`config.mk`:
```
export PLATFORM = sky130hd
export DESIGN_NAME = bird_motion_ctrl
export DESIGN_NICKNAME = d
export VERILOG_FILES = /design/src/rtl/bird_motion_ctrl.sv
export SDC_FILE = /design/constraint.sdc
export NUM_CORES = 1
export LEC_CHECK = 0
export ABC_AREA = 1
export BUFFER_PORTS_ARGS = -buffer_cell sky130_fd_sc_hd__buf_2
export CAP_MARGIN = 40
export CORE_ASPECT_RATIO = 0.8
export CORE_UTILIZATION = 37
export DETAILED_ROUTE_END_ITERATION = 12
export GPL_ROUTABILITY_DRIVEN = 0
export GPL_TIMING_DRIVEN = 0
export SLEW_MARGIN = 20
export SYNTH_ARGS = -nofsm -noshare
export SYNTH_HDL_FRONTEND = slang
export SYNTH_SLANG_ARGS = --single-unit
export TNS_END_PERCENT = 50
```
`constraint.sdc`:
```
create_clock -name clk -period 1.99 [get_ports clk]
set_clock_uncertainty 0.05 [all_clocks]
set_input_delay 0.398 -clock clk [delete_from_list [all_inputs] [get_ports clk]]
set_output_delay 0.398 -clock clk [all_outputs]
set_load 0.02 [all_outputs]
```
`src/rtl/bird_motion_ctrl.sv`:
```
// Bird sprite sequencer: walks the datapath through draw/erase/move/check once per
// frame step, across the fly, fall and flee phases of a round.
module bird_motion_ctrl #(
    parameter int         TICK_DIV        = 833333,
    parameter int         FLY_STEP_FRAMES = 4,
    parameter int         DIR_HOLD_FRAMES = 32,
    parameter int         ESCAPE_FRAMES   = 600,
    parameter logic [7:0] LFSR_SEED       = 8'hA5
) (
    input  logic       clk,
    input  logic       reset_n,
    input  logic       go,
    input  logic       draw_done,
    input  logic       shot,
    input  logic       flying,
    output logic [3:0] control,
    output logic       active,
    output logic       hit,
    output logic       escaped
);
    localparam int DIV_W  = $clog2(TICK_DIV);
    localparam int STEP_W = $clog2(FLY_STEP_FRAMES + 1);
    localparam int DIRC_W = $clog2(DIR_HOLD_FRAMES + 1);
    localparam int ESC_W  = $clog2(ESCAPE_FRAMES + 1);

    localparam logic [3:0] OP_HOLD    = 4'd0;
    localparam logic [3:0] OP_LEFT    = 4'd1;
    localparam logic [3:0] OP_RIGHT   = 4'd2;
    localparam logic [3:0] OP_UP      = 4'd3;
    localparam logic [3:0] OP_DOWN    = 4'd4;
    localparam logic [3:0] OP_CLEAR   = 4'd5;
    localparam logic [3:0] OP_DRAW    = 4'd6;
    localparam logic [3:0] OP_SHOT    = 4'd7;
    localparam logic [3:0] OP_ESCAPE  = 4'd8;
    localparam logic [3:0] OP_CHECK   = 4'd9;
    localparam logic [3:0] OP_PREHOLD = 4'd11;

    typedef enum logic [2:0] {
        S_IDLE, S_DRAW0, S_WAIT, S_ERASE, S_MOVE, S_DRAW, S_CHECK, S_DONE
    } state_t;

    typedef enum logic [1:0] {M_FLY, M_FALL, M_FLEE} mode_t;

    state_t              state_reg;
    mode_t               mode_reg;
    logic [1:0]          dir_reg;
    logic [DIV_W-1:0]    div_reg;
    logic [STEP_W-1:0]   step_reg;
    logic [DIRC_W-1:0]   dirc_reg;
    logic [ESC_W-1:0]    esc_reg;
    logic [7:0]          lfsr_reg;
    logic                tick_pend_reg;

    logic tick;
    logic lfsr_fb;
    logic consume;
    logic step_now;
    logic esc_due;

    assign tick     = (div_reg == DIV_W'(TICK_DIV - 1));
    assign lfsr_fb  = lfsr_reg[7] ^ lfsr_reg[5] ^ lfsr_reg[4] ^ lfsr_reg[3];
    assign consume  = (state_reg == S_WAIT) && tick_pend_reg;
    assign step_now = consume &&
                      ((mode_reg != M_FLY) || (step_reg == STEP_W'(FLY_STEP_FRAMES - 1)));
    assign esc_due  = (esc_reg >= ESC_W'(ESCAPE_FRAMES));

    always_ff @(posedge clk or negedge reset_n) begin
        if (!reset_n) begin
            state_reg     <= S_IDLE;
            mode_reg      <= M_FLY;
            dir_reg       <= '0;
            div_reg       <= '0;
            step_reg      <= '0;
            dirc_reg      <= '0;
            esc_reg       <= '0;
            lfsr_reg      <= LFSR_SEED;
            tick_pend_reg <= 1'b0;
        end else begin
            div_reg <= tick ? '0 : div_reg + 1'b1;
            if (tick)
                lfsr_reg <= {lfsr_reg[6:0], lfsr_fb};
            // A tick landing while one is already pending is dropped, not queued.
            if (consume)
                tick_pend_reg <= 1'b0;
            else if (tick)
                tick_pend_reg <= 1'b1;
            if (tick && (mode_reg == M_FLY) && (state_reg != S_IDLE) && !esc_due)
                esc_reg <= esc_reg + 1'b1;

            case (state_reg)
                S_IDLE: begin
                    if (go) begin
                        mode_reg  <= M_FLY;
                        step_reg  <= '0;
                        dirc_reg  <= '0;
                        esc_reg   <= '0;
                        dir_reg   <= lfsr_reg[1:0];
                        state_reg <= S_DRAW0;
                    end
                end
                S_DRAW0: if (draw_done) state_reg <= S_WAIT;
                S_WAIT: begin
                    if (step_now) begin
                        step_reg  <= '0;
                        state_reg <= S_ERASE;
                    end else if (consume) begin
                        step_reg <= step_reg + 1'b1;
                    end
                end
                S_ERASE: if (draw_done) state_reg <= S_MOVE;
                S_MOVE:  state_reg <= S_DRAW;
                S_DRAW:  if (draw_done) state_reg <= S_CHECK;
                S_CHECK: begin
                    // A hit outranks the escape timeout when both land on the same check.
                    if ((mode_reg == M_FLY) && shot) begin
                        mode_reg  <= M_FALL;
                        state_reg <= S_WAIT;
                    end else if ((mode_reg == M_FLY) && esc_due) begin
                        mode_reg  <= M_FLEE;
                        state_reg <= S_WAIT;
                    end else if ((mode_reg != M_FLY) && !flying) begin
                        state_reg <= S_DONE;
                    end else begin
                        state_reg <= S_WAIT;
                        if (mode_reg == M_FLY) begin
                            if (dirc_reg == DIRC_W'(DIR_HOLD_FRAMES - 1)) begin
                                dirc_reg <= '0;
                                dir_reg  <= lfsr_reg[1:0];
                            end else begin
                                dirc_reg <= dirc_reg + 1'b1;
                            end
                        end
                    end
                end
                S_DONE:  state_reg <= S_IDLE;
                default: state_reg <= S_IDLE;
            endcase
        end
    end

    always_comb begin
        control = OP_HOLD;
        case (state_reg)
            S_DRAW0, S_DRAW: control = OP_DRAW;
            S_WAIT:          control = OP_PREHOLD;
            S_ERASE:         control = OP_CLEAR;
            S_CHECK:         control = OP_CHECK;
            S_MOVE: begin
                case (mode_reg)
                    M_FALL:  control = OP_SHOT;
                    M_FLEE:  control = OP_ESCAPE;
                    default: begin
                        case (dir_reg)
                            2'd0:    control = OP_LEFT;
                            2'd1:    control = OP_RIGHT;
                            2'd2:    control = OP_UP;
                            default: control = OP_DOWN;
                        endcase
                    end
                endcase
            end
            default:         control = OP_HOLD;
        endcase
    end

    assign active  = (state_reg != S_IDLE);
    assign hit     = (state_reg == S_DONE) && (mode_reg == M_FALL);
    assign escaped = (state_reg == S_DONE) && (mode_reg == M_FLEE);

endmodule

```
==> metrics <==
Fin. Hold Viols=0; drt drc=0; wire per inst=12.0 um; DR vias=2643; fin. max-slew vios=0; crit end category=primary output; CTS tree=done; f_max=484 MHz; first-pass GRT wire length=11.7 mm; cts bufs inserted=5; # rows=30; Seq cells post-synth=55; CORE AREA=8520 um^2; number of vias per cell=4.77; max reg flops=20; Port Buf Inserts=12; worst skew pair latency=0.32 ns; Die W=107 um; Max transition margin=54.3%; worst setup margin=-0.0743 ns; Worst Path Max Fanout=4; worst slack at placement=0.0509 ns; worst vdd ir=0.000399 V; Seq/Total Area, Yosys=42.3%; placed inst area=3470 um^2; post-route setup TNS=-0.170 ns; hold_ws=0.0593 ns; top cell type's share of synthesized area=39.0%; first drt pass iteration count=4; CP startpoint kind=register; share of post-route cells with drive strength above 1=15.8%; number of inserted diodes=0; die height=86.1 um; Worst Path Required=1.54 ns; Total Routed Length=6.65 mm; Leakage=1.74 nW; All-Layer GR Usage=16.2%; Post-Syn Area per Cell=7.77 um^2; initial antenna violation count=0; full die area=9220 um^2; 1st-iter DRT viols=151; RSZ-0062 raised after global routing=true; Power per Cell Area=829 nW/um^2; r2r startpoint=div_reg[0]; Num Clock Sinks=55; Worst-Margin Slew=0.685 ns; Async S/R FF share, synth=100%; status=complete, but fails checks; final setup fails=3; Area contributors post-synth=dfrtp_1, nand2_1, inv_1, nor2_1, ha_1; design area=3610 um^2; clock-pin transition on the worst setup and hold timing paths=0.10 ns; part of the cycle the worst path needs=104%; GRT overflow=0; dpl hpwl=4.87 mm; clk root buf=clkbuf_8; top-count cell post-synth=nand2_1; leading area contributor after synthesis=dfrtp_1; Hold Path Class=in -> async; crit path DAT=1.62 ns; initial core utilization=38.4%; Layout area overhead=10.5%; start point of the critical path=mode_reg[0]; Post-synth EDFFs=0; Netlist cell types=38; vias in the first global route=2502; failing checks=setup timing; Antenna Violating Nets Remaining=0; utilization after layout=42.4%; Synth Instances=421; H-tree levels=2; reg2reg path depth=9; kind of critical path=reg -> out; Commonest cells post-synth=nand2_1, inv_1, dfrtp_1; Post-Syn Nets=440; Ys Warns=0; top_reg_cell synth=dfrtp_1; pin count of the biggest net entering global routing=56; fin nets=460; area of the mapped netlist=3270 um^2; CTS Buffer Depth=2; max-cap viol count=0; fin crit period=2.06 ns; # IOs=13
## worst paths after layout
| path | to | slack (ns) |
|---|---|---|
| min | dirc_reg[4] | 0.06 |
| min reg2reg | lfsr_reg[2] | 0.43 |
| max in group asynchronous | div_reg[18] | 1.37 |
| max reg2reg | div_reg[4] | 0.17 |
| min in group clk | state_reg[2] | 0.23 |
| max | control[0] | -0.07 |
## final cells by class
type | count | area (um^2)
Inverter | 68 | 258
Tap cell | 112 | 140
Fill cell | 843 | 4910
Clock inverter | 1 | 5.00
Sequential cell | 55 | 1380
Timing Repair Buffer | 13 | 81.3
Clock buffer | 7 | 76.3
Buffer | 4 | 25.0
Multi-Input combinational cell | 294 | 1650
## worst max-delay path, stage by stage, from the launching register on
cell and delay (ns):
dfrtp_1 0.43, inv_2 0.10, ha_4 0.23, a21oi_4 0.14, o311ai_1 0.11, a21oi_1 0.14, buf_4 0.16
## routing by layer
layer | routed length (um) | up-vias | global-route usage, %
met2 | 2850 | 29 | 24.0
met5 | 0 | - | 0
met3 | 206 | 12 | 3.04
met1 | 3470 | 1217 | 23.2
met4 | 127 | 0 | 6.48
li1 | - | 1385 | -
## cell usage in the layout, fill, tap and decap left out, types with 10 or more instances in the layout
master and count:
dfrtp_1 51, o21ai_0 15, o21ai_1 11, nor2_1 48
nand3_1 22, inv_1 55, nand4_1 11, ha_1 11
inv_2 12, nand2_1 94, a21oi_1 13, nor3_1 13
buf_2 10
## timing repair
| action | in CTS | in global routing |
|---|---|---|
| gates cloned | 0 | 0 |
| gates resized for setup | 15 | 1 |
| setup buffers | 1 | 0 |
| pin swaps | 3 | 2 |
| hold buffers | 0 | 0 |
| setup endpoints to repair | 3 | 3 |
## through the flow
stage	power (mW)	cells
5_1_grt	3.20	554
2_1_floorplan	1.97	421
4_1_cts	3.00	554
6_report	3.00	554
3_5_place_dp	2.23	545
3_3_place_gp	2.21	545
## cell families (layout without fill, tap and decap cells)
| group | after synthesis | in the layout | synth area share, % |
|---|---|---|---|
| AO/OA/AOI/OAI | 51 | 51 | 8.69 |
| XOR/XNOR | 11 | 11 | 2.95 |
| adder cells (fa/ha/maj) | 13 | 13 | 4.98 |
| buffers and inverters | 72 | 93 | 8.65 |
| flip-flops | 55 | 55 | 42.3 |
| AND/OR/NAND/NOR | 219 | 219 | 32.5 |
## report_power, final
group	switching, mW	internal (mW)	leakage [nW]
sequential	0.0827	1.19	0.731
clock	0.368	0.248	0.0422
combinational	0.716	0.388	0.967
Power figures use the tool's default switching activity.
